<file path="config.mk">
export PLATFORM = sky130hd
export DESIGN_NAME = seq_delay_matcher
export DESIGN_NICKNAME = d
export VERILOG_FILES = /design/src/rtl/seq_match_pkg.sv /design/src/rtl/seq_match_chan.sv /design/src/rtl/seq_delay_matcher.sv
export SDC_FILE = /design/constraint.sdc
export NUM_CORES = 1
export LEC_CHECK = 0
export ABC_AREA = 1
export BUFFER_PORTS_ARGS = -buffer_cell sky130_fd_sc_hd__buf_2
export CORE_MARGIN = 2
export CORE_UTILIZATION = 41
export CTS_CLUSTER_DIAMETER = 80
export CTS_CLUSTER_SIZE = 12
export DETAILED_ROUTE_END_ITERATION = 16
export GPL_ROUTABILITY_DRIVEN = 0
export PLACE_DENSITY = 0.63
export SLEW_MARGIN = 40
export SYNTH_ARGS = -nofsm -noshare
export SYNTH_HDL_FRONTEND = slang
export SYNTH_SLANG_ARGS = --single-unit
export TNS_END_PERCENT = 50
</file>
<file path="constraint.sdc">
create_clock -name clk -period 7.43 [get_ports clk]
set_input_delay 1.486 -clock clk [delete_from_list [all_inputs] [get_ports clk]]
set_output_delay 1.486 -clock clk [all_outputs]
set_load 0.01 [all_outputs]
</file>
<file path="src/rtl/seq_match_pkg.sv">
// ============================================================================
// Module   : seq_match_pkg
// Purpose  : Shared types and helpers for the seq_delay_matcher checker.
// Revision : 1.0
// ============================================================================
`default_nettype none

package seq_match_pkg;

    typedef enum logic {
        MODE_EXACT = 1'b0,
        MODE_RANGE = 1'b1
    } mode_e;

    // A delay of 0 means 1; anything beyond the hardware depth clamps to it.
    function automatic int unsigned clamp_dly(input int unsigned cfg, input int unsigned max_dly);
        if (cfg == 0) begin
            return 1;
        end else if (cfg > max_dly) begin
            return max_dly;
        end
        return cfg;
    endfunction

    // Saturating increment for counters up to 32 bits wide.
    function automatic logic [31:0] sat_inc(input logic [31:0] val, input int unsigned width);
        logic [32:0] lim;
        lim = (33'd1 << width) - 33'd1;
        return ({1'b0, val} >= lim) ? val : val + 32'd1;
    endfunction

endpackage

`default_nettype wire

</file>
<file path="src/rtl/seq_match_chan.sv">
// ============================================================================
// Module   : seq_match_chan
// Purpose  : One channel of the w ##N y / w ##[1:N] y checker with counters.
// Revision : 1.0
// ============================================================================
`default_nettype none

module seq_match_chan
    import seq_match_pkg::*;
#(
    parameter int MAX_DLY = 8,
    parameter int CNT_W   = 16,
    parameter int DW      = $clog2(MAX_DLY + 1)
) (
    input  logic             clk,
    input  logic             reset,
    input  logic             en,
    input  mode_e            mode,
    input  logic [DW-1:0]    dly,
    input  logic             flush,
    input  logic             w,
    input  logic             y,
    output logic             match,
    output logic             fail,
    output logic [CNT_W-1:0] match_cnt,
    output logic [CNT_W-1:0] fail_cnt,
    output logic             busy
);

    // Bit i holds an attempt that reaches age i+1 at the coming edge.
    logic [MAX_DLY-1:0] r_age;
    logic [MAX_DLY-1:0] w_win;
    logic [MAX_DLY-1:0] w_last;
    logic [MAX_DLY-1:0] w_clr;
    logic [MAX_DLY-1:0] w_age_nxt;
    logic               w_match;
    logic               w_fail;

    always_comb begin
        w_win  = '0;
        w_last = '0;
        for (int i = 0; i < MAX_DLY; i++) begin
            w_win[i]  = (i < int'(dly));
            w_last[i] = (i == int'(dly) - 1);
        end
        w_match = 1'b0;
        w_fail  = 1'b0;
        w_clr   = w_last;
        if (mode == MODE_RANGE && y) begin
            w_match = |(r_age & w_win);
            w_clr   = w_win;
        end else begin
            w_match = y && |(r_age & w_last);
            w_fail  = !y && |(r_age & w_last);
        end
        if (flush) begin
            w_match = 1'b0;
            w_fail  = 1'b0;
            w_clr   = '1;
        end
        // The new attempt enters at bit 0 after the shift, so y never sees it this edge.
        w_age_nxt = ((r_age & ~w_clr) << 1) | MAX_DLY'(en && w);
    end

    always_ff @(posedge clk or posedge reset) begin
        if (reset) begin
            r_age     <= '0;
            match     <= 1'b0;
            fail      <= 1'b0;
            busy      <= 1'b0;
            match_cnt <= '0;
            fail_cnt  <= '0;
        end else begin
            r_age <= w_age_nxt;
            match <= w_match;
            fail  <= w_fail;
            busy  <= |w_age_nxt;
            if (w_match) begin
                match_cnt <= CNT_W'(sat_inc(32'(match_cnt), CNT_W));
            end
            if (w_fail) begin
                fail_cnt <= CNT_W'(sat_inc(32'(fail_cnt), CNT_W));
            end
        end
    end

endmodule

`default_nettype wire

</file>
<file path="src/rtl/seq_delay_matcher.sv">
// ============================================================================
// Module   : seq_delay_matcher
// Purpose  : Multi-channel synthesizable temporal-sequence monitor (w ##N y).
// Revision : 1.0
// ============================================================================
`default_nettype none

module seq_delay_matcher
    import seq_match_pkg::*;
#(
    parameter int NCH     = 4,
    parameter int MAX_DLY = 8,
    parameter int CNT_W   = 16,
    parameter int DW      = $clog2(MAX_DLY + 1)
) (
    input  logic                 clk,
    input  logic                 reset,
    input  logic                 en,
    input  logic                 cfg_mode,
    input  logic [DW-1:0]        cfg_dly,
    input  logic [NCH-1:0]       w,
    input  logic [NCH-1:0]       y,
    output logic [NCH-1:0]       match,
    output logic [NCH-1:0]       fail,
    output logic [NCH*CNT_W-1:0] match_cnt,
    output logic [NCH*CNT_W-1:0] fail_cnt,
    output logic [NCH-1:0]       busy
);

    logic          r_cfg_mode;
    logic [DW-1:0] r_cfg_dly;
    logic          w_flush;
    logic [DW-1:0] w_dly;
    mode_e         w_mode;

    // Raw config is compared so any write, even one clamping to the same N, flushes.
    assign w_flush = (cfg_mode != r_cfg_mode) || (cfg_dly != r_cfg_dly);
    assign w_dly   = DW'(clamp_dly(32'(cfg_dly), MAX_DLY));
    assign w_mode  = mode_e'(cfg_mode);

    always_ff @(posedge clk or posedge reset) begin
        if (reset) begin
            r_cfg_mode <= 1'b0;
            r_cfg_dly  <= '0;
        end else begin
            r_cfg_mode <= cfg_mode;
            r_cfg_dly  <= cfg_dly;
        end
    end

    for (genvar c = 0; c < NCH; c++) begin : g_chan
        seq_match_chan #(
            .MAX_DLY (MAX_DLY),
            .CNT_W   (CNT_W),
            .DW      (DW)
        ) u_chan (
            .clk       (clk),
            .reset     (reset),
            .en        (en),
            .mode      (w_mode),
            .dly       (w_dly),
            .flush     (w_flush),
            .w         (w[c]),
            .y         (y[c]),
            .match     (match[c]),
            .fail      (fail[c]),
            .match_cnt (match_cnt[c*CNT_W +: CNT_W]),
            .fail_cnt  (fail_cnt[c*CNT_W +: CNT_W]),
            .busy      (busy[c])
        );
    end

endmodule

`default_nettype wire

</file>
==> After elaboration in Yosys (flattened, before gate mapping) <==
Index checks and enable logic that the tools add are counted.
{ "op_classes": {"div_mod_pow": 0, "bitwise_logic": 28, "n_mul": 0, "n_lt_le_gt_ge": 17, "reduce_logical": 43, "n_addsub": 9, "shifts": 0, "muxes": 29, "n_eq_ne": 9} }
{ "ops": {"columns": ["op", "n"], "rows": [
  ["16-bit by 1-bit adder with 16-bit output, second input constant", 8],
  ["16-bit greater-or-equal comparator, second input constant", 8],
  ["8-bit OR reduction", 12],
  ["8-bit bitwise AND", 8],
  ["7-bit 2-to-1 mux", 8],
  ["32-bit logical NOT", 1],
  ["8-bit by 1-bit OR with 8-bit output", 4],
  ["7-bit bitwise AND", 4],
  ["7-bit NOT", 4],
  ["4-bit by 5-bit equality test with 1-bit output, first input constant", 4],
  ["1-bit 2-to-1 mux", 18],
  ["1-bit logical AND", 16],
  ["3-bit by 4-bit less-than comparator with 1-bit output, first input constant", 4],
  ["2-bit AND reduction", 8],
  ["4-bit 2-to-1 mux", 3],
  ["3-bit by 5-bit equality test with 1-bit output, first input constant", 2],
  ["1-bit by 4-bit less-than comparator with 1-bit output, first input constant", 2],
  ["2-bit by 4-bit less-than comparator with 1-bit output, first input constant", 2],
  ["1-bit NOT", 8],
  ["2-bit by 5-bit equality test with 1-bit output, first input constant", 1],
  ["4-bit by 1-bit subtractor with 5-bit output, second input constant", 1],
  ["4-bit > comparator, second input constant", 1],
  ["1-bit logical NOT", 4],
  ["4-bit logical NOT", 1],
  ["3 further kinds", 3]
]} }
{ "word_totals": {"out_inout_bits": 140, "word_cells": 161, "inputBits": 16, "reg_bits": 177, "n_memories": 0, "rom_bits": 0, "latch_bits": 0, "ram_bits": 0} }

==> Depth between registers and ports, before layout <==
Gate-level depths: netlist (run 1).
{ "logic_depth": {"ltp_word": 12, "depth_mapped": 13, "depth_no_buf": 11} }

==> By module <==
A second synthesis (run 1) with hierarchy kept.
{ "hier_totals": {"cells_unflattened": 1534, "area_unflattened_um2": 11084.4} }
{ "modules_own_cells": {"columns": ["mod", "cells_each", "n_inst", "area_per_inst_um2", "seq_area_each_um2"], "rows": [
  ["seq_match_chan (g_chan[1].u_chan ...)", 377, 3, 2716.4, 1076.0],
  ["seq_match_chan (g_chan[0].u_chan)", 366, 1, 2680.1, 1076.0],
  ["seq_delay_matcher", 37, 1, 255.2, 125.1]
]} }

==> Worst setup path before layout (run 1) <==
No wires, ideal clock.
{ "synth_path": {"kind": "input -> register", "startpoint": "input port cfg_dly[3]", "endpoint": "register g_chan[3].u_chan.match_cnt[0]", "path_buffers": 2, "arrival_time_ps": 2709, "setup_ps": 119, "cell_stages": 13, "path_slack_ps": 4602, "path_cell_list": "buf_6 inv_4 nand2_2 nand2_2 nor2_8 nand2_4 nor2_8 nand2_4 nor2_8 nand3_4 buf_6 nand2_1 nand2_1"} }
{ "synth_between": {"elab_chain_cells": 12, "elab_cells_between_ends": 34} }
{ "synth_lines": {"columns": ["element", "line", "text"], "rows": [
  ["start, declared", "seq_delay_matcher.sv:20", "input logic [DW-1:0] cfg_dly,"],
  ["4-bit > comparator", "seq_match_pkg.sv:19", "end else if (cfg > max_dly) begin"],
  ["1-bit 2-to-1 mux / 4-bit 2-to-1 mux (equally long branches)", "seq_match_pkg.sv:19", null],
  ["1-bit 2-to-1 mux / 4-bit 2-to-1 mux (equally long branches)", "seq_match_pkg.sv:17", "if (cfg == 0) begin"],
  ["4-bit 2-to-1 mux", "seq_match_pkg.sv:22", "return cfg;"],
  ["4-bit by 1-bit subtractor with 5-bit output", "seq_match_chan.sv:44", "w_last[i] = (i == int'(dly) - 1);"],
  ["32-bit logical NOT, or another cell as far along", "seq_match_chan.sv:44", null],
  ["8-bit bitwise AND", "seq_match_chan.sv:53", "w_match = y && |(r_age & w_last);"],
  ["8-bit OR reduction", "seq_match_chan.sv:53", null],
  ["1-bit logical AND", "seq_match_chan.sv:53", null],
  ["1-bit 2-to-1 mux", "seq_match_chan.sv:49", "if (mode == MODE_RANGE && y) begin"],
  ["1-bit 2-to-1 mux (*)", "seq_match_chan.sv:56", "if (flush) begin"],
  ["2-bit AND reduction (no line) (*)", null, null],
  ["end signal, assigned", "seq_match_chan.sv:79", "match_cnt <= CNT_W'(sat_inc(32'(match_cnt), CNT_W));"],
  ["end, declared", "seq_match_chan.sv:25", "output logic [CNT_W-1:0] match_cnt,"]
]} }
Mark *: on every way between the ends. The rest lies on a longest branch, timed or not.
A chain may end at the register's enable or synchronous reset.

==> Worst setup path after layout (run 1) <==
{ "layout_path": {"startpoint": "input port cfg_dly[2]", "endpoint": "register g_chan[3].u_chan.fail_cnt[0]"} }
{ "layout_between": {"elab_chain_cells": 12, "elab_cells_between_ends": 24} }
{ "layout_lines": {"columns": ["element", "line", "text"], "rows": [
  ["4-bit > comparator", "seq_match_pkg.sv:19", null],
  ["1-bit 2-to-1 mux / 4-bit 2-to-1 mux (equally long branches)", "seq_match_pkg.sv:19", null],
  ["1-bit 2-to-1 mux / 4-bit 2-to-1 mux (equally long branches)", "seq_match_pkg.sv:17", null],
  ["4-bit 2-to-1 mux", "seq_match_pkg.sv:22", null],
  ["4-bit by 1-bit subtractor with 5-bit output", "seq_match_chan.sv:44", null],
  ["32-bit logical NOT, or another cell as far along", "seq_match_chan.sv:44", null],
  ["8-bit bitwise AND", "seq_match_chan.sv:54", "w_fail = !y && |(r_age & w_last);"],
  ["8-bit OR reduction", "seq_match_chan.sv:54", null],
  ["1-bit logical AND", "seq_match_chan.sv:54", null],
  ["1-bit 2-to-1 mux", "seq_match_chan.sv:49", null],
  ["1-bit 2-to-1 mux (*)", "seq_match_chan.sv:56", null],
  ["2-bit AND reduction (no line) (*)", null, null],
  ["end signal, assigned", "seq_match_chan.sv:82", "fail_cnt <= CNT_W'(sat_inc(32'(fail_cnt), CNT_W));"],
  ["end, declared", "seq_match_chan.sv:26", "output logic [CNT_W-1:0] fail_cnt,"]
]} }
Marked as above.

==> flow_summary.yaml, run 1 <==
place:
  io_buffer_count: 155
  dpl-instance-area_mm2: 0.01156
  dpl.hpwl_mm: 18.70
route:
  via_per_inst: 5.062
  vias: 9547
  drc: 0
  wire_per_inst_um: 14.06
  drt_pass1_iterations: 5
  antenna_left: 0
  drt_iter0_drc: 892
  drt-total-wl_mm: 26.52
cells_and_area:
  final_cell_mix: "nand2_1, dfrtp_1, buf_2, nor2_1, inv_1"
  syn2layout_area_growth_pct: 13.60
  fin_area_mm2: 0.01214
  fin_nets: 1559
  drive_above_1_share_pct: 15.31
  final_common_cell: "nand2_1"
die:
  die_w_um: 165.5
  core_mm2: 0.02584
  die_h_um: 165.5
  io_pins: 156
  die_area_mm2: 0.02738
  num_rows: 59
  start_util_pct: 41.38
worst_setup_path:
  worstSetupEndpointType: "register"
  crit_buf_inv: 2
  cpMaxStageDelayCell: "nand3_2"
  crit_chain: "buf_2 -> inv_2 -> nor2_4 -> nand2_2 -> o21ai_0 -> nor2_1 -> nand2_1 -> nand3_2 -> xor2_1"
  cp.arrival_ns: 3.65
  rr_endpoint: "g_chan[0].u_chan.match_cnt[2]$_DFFE_PP0P_"
  critical_path.max_stage_delay_ns: 0.48
  reg2reg_from: "g_chan[0].u_chan.match_cnt[0]$_DFFE_PP0P_"
  critPathLaunchType: "primary input"
  crit_type: "in -> reg"
  path_max_fanout: 31
  cp_num_cells: 9
  critPathTopFamily: "simple AND/OR/NAND/NOR gates"
  regToRegSetupSlack_ns: 4.81
  required_ns: 7.71
  rr_worst_depth: 7
clock_network:
  clock_latency_ns: 0.43
  clk_pin_slew_ns: 0.07
  clock-root-buffer: "clkbuf_16"
  cts.sinks: 177
  cts_max_level: 4
  cts_resized: 0
  ctsLongestPathBuffers: 2
  cts_buffers: 17
  postCtsSetupRepairBufs: 0
  holdBufCountCts: 0
  cts_tree: "built"
min_path:
  hold-path-cell-count: 2
  hp-class: "reg -> reg"
  holdPathEnd: "g_chan[2].u_chan.match_cnt[12]$_DFFE_PP0P_"
  hp-start: "g_chan[2].u_chan.match_cnt[12]$_DFFE_PP0P_"
synth:
  synth_fp_nets: 1435
  syn-instance-count: 1411
  ys_ff_latch: 177
  synth_seq_area_share_pct: 41.43
  avgSynthCellArea_um2: 7.576
  synthDistinctLibCells: 35
  yosysWarnings: 0
  synthesis.area_mm2: 0.01069
global_route:
  grt_pass1_vias: 8665
  grt_pass1_wl_mm: 43.26
  gr-usage-all-layers_pct: 19.48
  grt_max_degree: 127
  grt_antenna_before_repair: 4
  overflow: 0
sta:
  clock_skew_ns: 0.01368
  tightest_slew_ns: 0.8293
  setup_viol: 0
  rsz0062_at_grt: "no"
  timing.fmax_ghz: 0.2961
  relSlewSlack_pct: 44.55
  maxSlewViolCount: 0
  tns_ns: 0
  hold_violations: 0
  fin_crit_sh_pct: 45.46
  fin_crit_ns: 3.378
power:
  power.density_mw_per_mm2: 168.8
  ir_drop_mv: 0.1089
  power_mw: 2.051
  leakagePower_nw: 6.054
run:
  max_cap_viol_count: 0
outcome:
  status: "complete, no violations"
-- cell type report --
| class | count | area, um2 |
|---|---|---|
| sequential | 177 | 4429 |
| fill | 2660 | 13690 |
| multi-input combinational | 1044 | 5396 |
| clock inverter | 7 | 76.32 |
| tap | 335 | 419.2 |
| clock buffer | 25 | 495.5 |
| timing repair buffer | 156 | 783.3 |
| inverter | 139 | 536.8 |
| antenna | 3 | 7.507 |
-- how the worst max path moves through the flow --
| stage | from | endpoint | slack (ns) |
|---|---|---|---|
| 6_report | cfg_dly[2] | g_chan[3].u_chan.fail_cnt[0]$_DFFE_PP0P_ | 4.05 |
| 5_1_grt | cfg_dly[2] | g_chan[3].u_chan.fail_cnt[2]$_DFFE_PP0P_ | 3.83 |
| 4_1_cts | cfg_dly[2] | g_chan[3].u_chan.fail_cnt[0]$_DFFE_PP0P_ | 4.13 |
| 3_5_place_dp | cfg_dly[1] | g_chan[0].u_chan.fail_cnt[9]$_DFFE_PP0P_ | 3.68 |
| 3_3_place_gp | cfg_dly[2] | g_chan[3].u_chan.fail_cnt[0]$_DFFE_PP0P_ | 3.41 |
| 2_1_floorplan | reset | g_chan[0].u_chan.busy$_DFF_PP0_ | 1.14 |
-- synthesized netlist by cell type, drive strengths merged --
library cell	n	area [um2]
a21oi	6	63.81
a21boi	4	30.03
inv	139	524.3
nor2	156	699.4
o21ai	65	325.3
buf	44	327.8
clkbuf	7	27.52
and2	5	31.28
dfrtp	177	4429
nand2	449	1723
ha	8	100.1
nand3	101	575.6
nand3b	1	7.510
nand4	95	630.6
xnor2	44	385.4
nor3	40	205.2
xor2	63	551.8
o211ai	7	52.55
-- cell families after synthesis --
| family | after synthesis | synth area share (%) |
|---|---|---|
| AO/OA/AOI/OAI | 82 | 4.412 |
| XOR/XNOR | 107 | 8.766 |
| buffers and inverters | 190 | 8.228 |
| flip-flops | 177 | 41.43 |
| adder cells (fa/ha/maj) | 8 | 0.9364 |
| AND/OR/NAND/NOR | 847 | 36.22 |
-- layer usage --
metal  track usage [%]  vias to the layer above  wire, um
met2             29.74                      271     11800
met1             27.73                     4441     12660
met3             3.946                       35      1585
li1                  -                     4798         -
met4             6.113                        2       464
met5                 0                        -         7
-- worst register-to-register path: stages, from the launching register on --
cell	delay, ns
dfrtp_1	0.45
ha_1	0.21
nand2_1	0.06
nor2_1	0.28
nand4_1	0.72
nand4_2	0.66
nand2_1	0.11
nand2_1	0.07
-- report_power, final --
part	total (mW)	switching [mW]	internal, mW
Clock	0.887	0.387	0.500
Combinational	0.156	0.112	0.0446
Sequential	1.01	0.0245	0.983
-- state kept, by name, summed over array words and instances, names as in the netlist --
signal                   cells
g_chan.u_chan.busy           4
g_chan.u_chan.fail           4
g_chan.u_chan.fail_cnt      64
g_chan.u_chan.match          4
g_chan.u_chan.match_cnt     64
g_chan.u_chan.r_age         32
r_cfg_dly                    4
r_cfg_mode                   1
-- per-stage QoR --
step	setup slack, ns	utilization, %	hold WS (ns)	cells
global placement	3.407	44.68	0.4782	1851
CTS	4.128	46.97	0.5045	1883
detailed placement	3.676	44.76	0.4858	1851
finish	4.052	47.00	0.5001	1886
floorplan	1.142	-	0.5029	1411
global route	3.829	46.97	0.5289	1883
No activity file was read; power rests on OpenSTA's default activity.
==> inputs of run 2 (changes only) <==
==> constraint.sdc (replaced) <==
create_clock -name clk -period 3.4 [get_ports clk]
set_input_delay 0.68 -clock clk [delete_from_list [all_inputs] [get_ports clk]]
set_output_delay 0.68 -clock clk [all_outputs]
set_load 0.01 [all_outputs]
==> run 2 against run 1 <==
Effect of this change: die area did not move; clock skew fell by 0.0020 ns; hold slack got worse by 0.28 ns; final area rose by 0.98%; non-clock buffer count rose by 12; combinational power rose by 130%; highest routed layer unchanged; core utilization rose by 0.46 points; wire length rose by 1.4%; clock power rose by 130%; global-route usage rose by 0.32 points.
==> flow_summary.yaml, run 2 (same netlist as run 1, synthesis figures left out) <==
place:
  dpl.hpwl_mm: 19.36
  io_buffer_count: 155
global_route:
  top_usage_layer: "met2"
  grt_antenna_before_repair: 4
  grt_use_met1_pct: 27.41
  grt_pass1_vias: 8708
  grt_util_met2_pct: 30.91
  gr-usage-all-layers_pct: 19.80
  grt_max_degree: 92
  use_met3_pct: 4.221
  grt_pass1_wl_mm: 43.70
  overflow: 0
route:
  drt-total-wl_mm: 26.88
  antenna_left: 0
  wire_per_inst_um: 14.15
  vias: 9577
  via_per_inst: 5.043
  drc: 0
  drt_pass1_iterations: 7
  drt_iter0_drc: 932
sta:
  fin_crit_ns: 2.312
  hold_violations: 0
  tns_ns: 0
  tightest_slew_ns: 0.7659
  setup_viol: 0
  maxSlewViolCount: 0
  clock_skew_ns: 0.01165
  fin_crit_sh_pct: 68.01
  timing.fmax_ghz: 0.4324
  relSlewSlack_pct: 48.78
  rsz0062_at_grt: "no"
cells_and_area:
  fin_nets: 1571
  final_common_cell: "nand2_1"
  top_regs: "g_chan.u_chan.fail_cnt: 64 flops, g_chan.u_chan.match_cnt: 64 flops, g_chan.u_chan.r_age: 32 flops"
  syn2layout_area_growth_pct: 14.71
  final_cell_mix: "nand2_1, dfrtp_1, buf_2, nor2_1, inv_1"
  drive_above_1_share_pct: 16.03
  post-route-util_pct: 47.46
clock_network:
  cts.sinks: 177
  cts_max_level: 4
  clock-root-buffer: "clkbuf_16"
  ctsLongestPathBuffers: 2
  clock_latency_ns: 0.43
  cts_tree: "built"
  postCtsSetupRepairBufs: 0
  cts_resized: 0
  clk_pin_slew_ns: 0.07
  holdBufCountCts: 0
  cts_buffers: 17
run:
  max_cap_viol_count: 0
die:
  die_w_um: 165.5
  num_rows: 59
  core_mm2: 0.02584
  die_h_um: 165.5
  die_area_mm2: 0.02738
  io_pins: 156
  start_util_pct: 41.38
worst_setup_path:
  required_ns: 3.77
  crit_type: "reg -> reg"
  critPathLaunchType: "register"
  worstSetupEndpointType: "register"
  cp.arrival_ns: 2.68
  path_max_fanout: 17
outcome:
  status: "complete, no violations"
power:
  leakagePower_nw: 6.128
  ir_drop_mv: 0.2307
  power.density_mw_per_mm2: 371.9
min_path:
  hp-class: "in -> async"
[run 2: critical path: stages (launching register included)]
cell      delay (ns)
dfrtp_1         0.42
ha_1            0.20
nand3_1         0.14
inv_1           0.12
nand3_1         0.11
nand3b_1        0.63
nand4_4         0.48
nand2_1         0.08
nand2_1         0.07
[run 2: power breakdown]
group	internal (mW)	total [mW]	switching, mW
clock	1.15	2.01	0.861
combinational	0.104	0.351	0.247
sequential	2.15	2.20	0.0541
[run 2: area by class of cell]
type	instances	area [um2]
Antenna cell	4	10.01
Clock buffer	20	466.7
Clock inverter	12	130.1
Fill cell	2592	13570
Inverter	139	528.0
Multi-Input combinational cell	1044	5381
Sequential cell	177	4429
Tap cell	335	419.2
Timing Repair Buffer	168	898.4
[run 2: path summary, 6_finish.rpt]
check | start | to | slack [ns] | cells after the start
min | reset | g_chan[3].u_chan.fail_cnt[5]$_DFFE_PP0P_ | 0.22 | 2
max reg2reg | g_chan[1].u_chan.match_cnt[0]$_DFFE_PP0P_ | g_chan[1].u_chan.match_cnt[2]$_DFFE_PP0P_ | 1.09 | 8
min reg2reg | g_chan[2].u_chan.match_cnt[12]$_DFFE_PP0P_ | g_chan[2].u_chan.match_cnt[12]$_DFFE_PP0P_ | 0.51 | 2
max | g_chan[1].u_chan.match_cnt[0]$_DFFE_PP0P_ | g_chan[1].u_chan.match_cnt[2]$_DFFE_PP0P_ | 1.09 | 8
min in group clk | cfg_dly[0] | r_cfg_dly[0]$_DFF_PP0_ | 0.46 | 1
max in group asynchronous | reset | g_chan[0].u_chan.fail$_DFF_PP0_ | 2.36 | 3
[run 2: layer usage]
layer  routed length, um  up-vias
li1                    -     4815
met1               12440     4461
met2               12440      266
met3                1559       33
met4                 416        2
met5                  16        -
[run 2: through the flow]
| stage | std cells | power, mW | hold slack [ns] | worst slack (ns) | instance area, um2 |
|---|---|---|---|---|---|
| final | 1899 | 4.560 | 0.2193 | 1.088 | 12260 |
| after detailed placement | 1863 | 2.598 | 0.4972 | 0.6861 | 11660 |
| after CTS | 1895 | 4.632 | 0.2134 | 1.076 | 12250 |
| after floorplan | 1411 | 2.474 | 0.5029 | 0.4534 | 10690 |
| after global placement | 1863 | 2.587 | 0.4767 | 0.7429 | 11660 |
| after global routing | 1896 | 4.778 | 0.2294 | 0.8631 | 12260 |
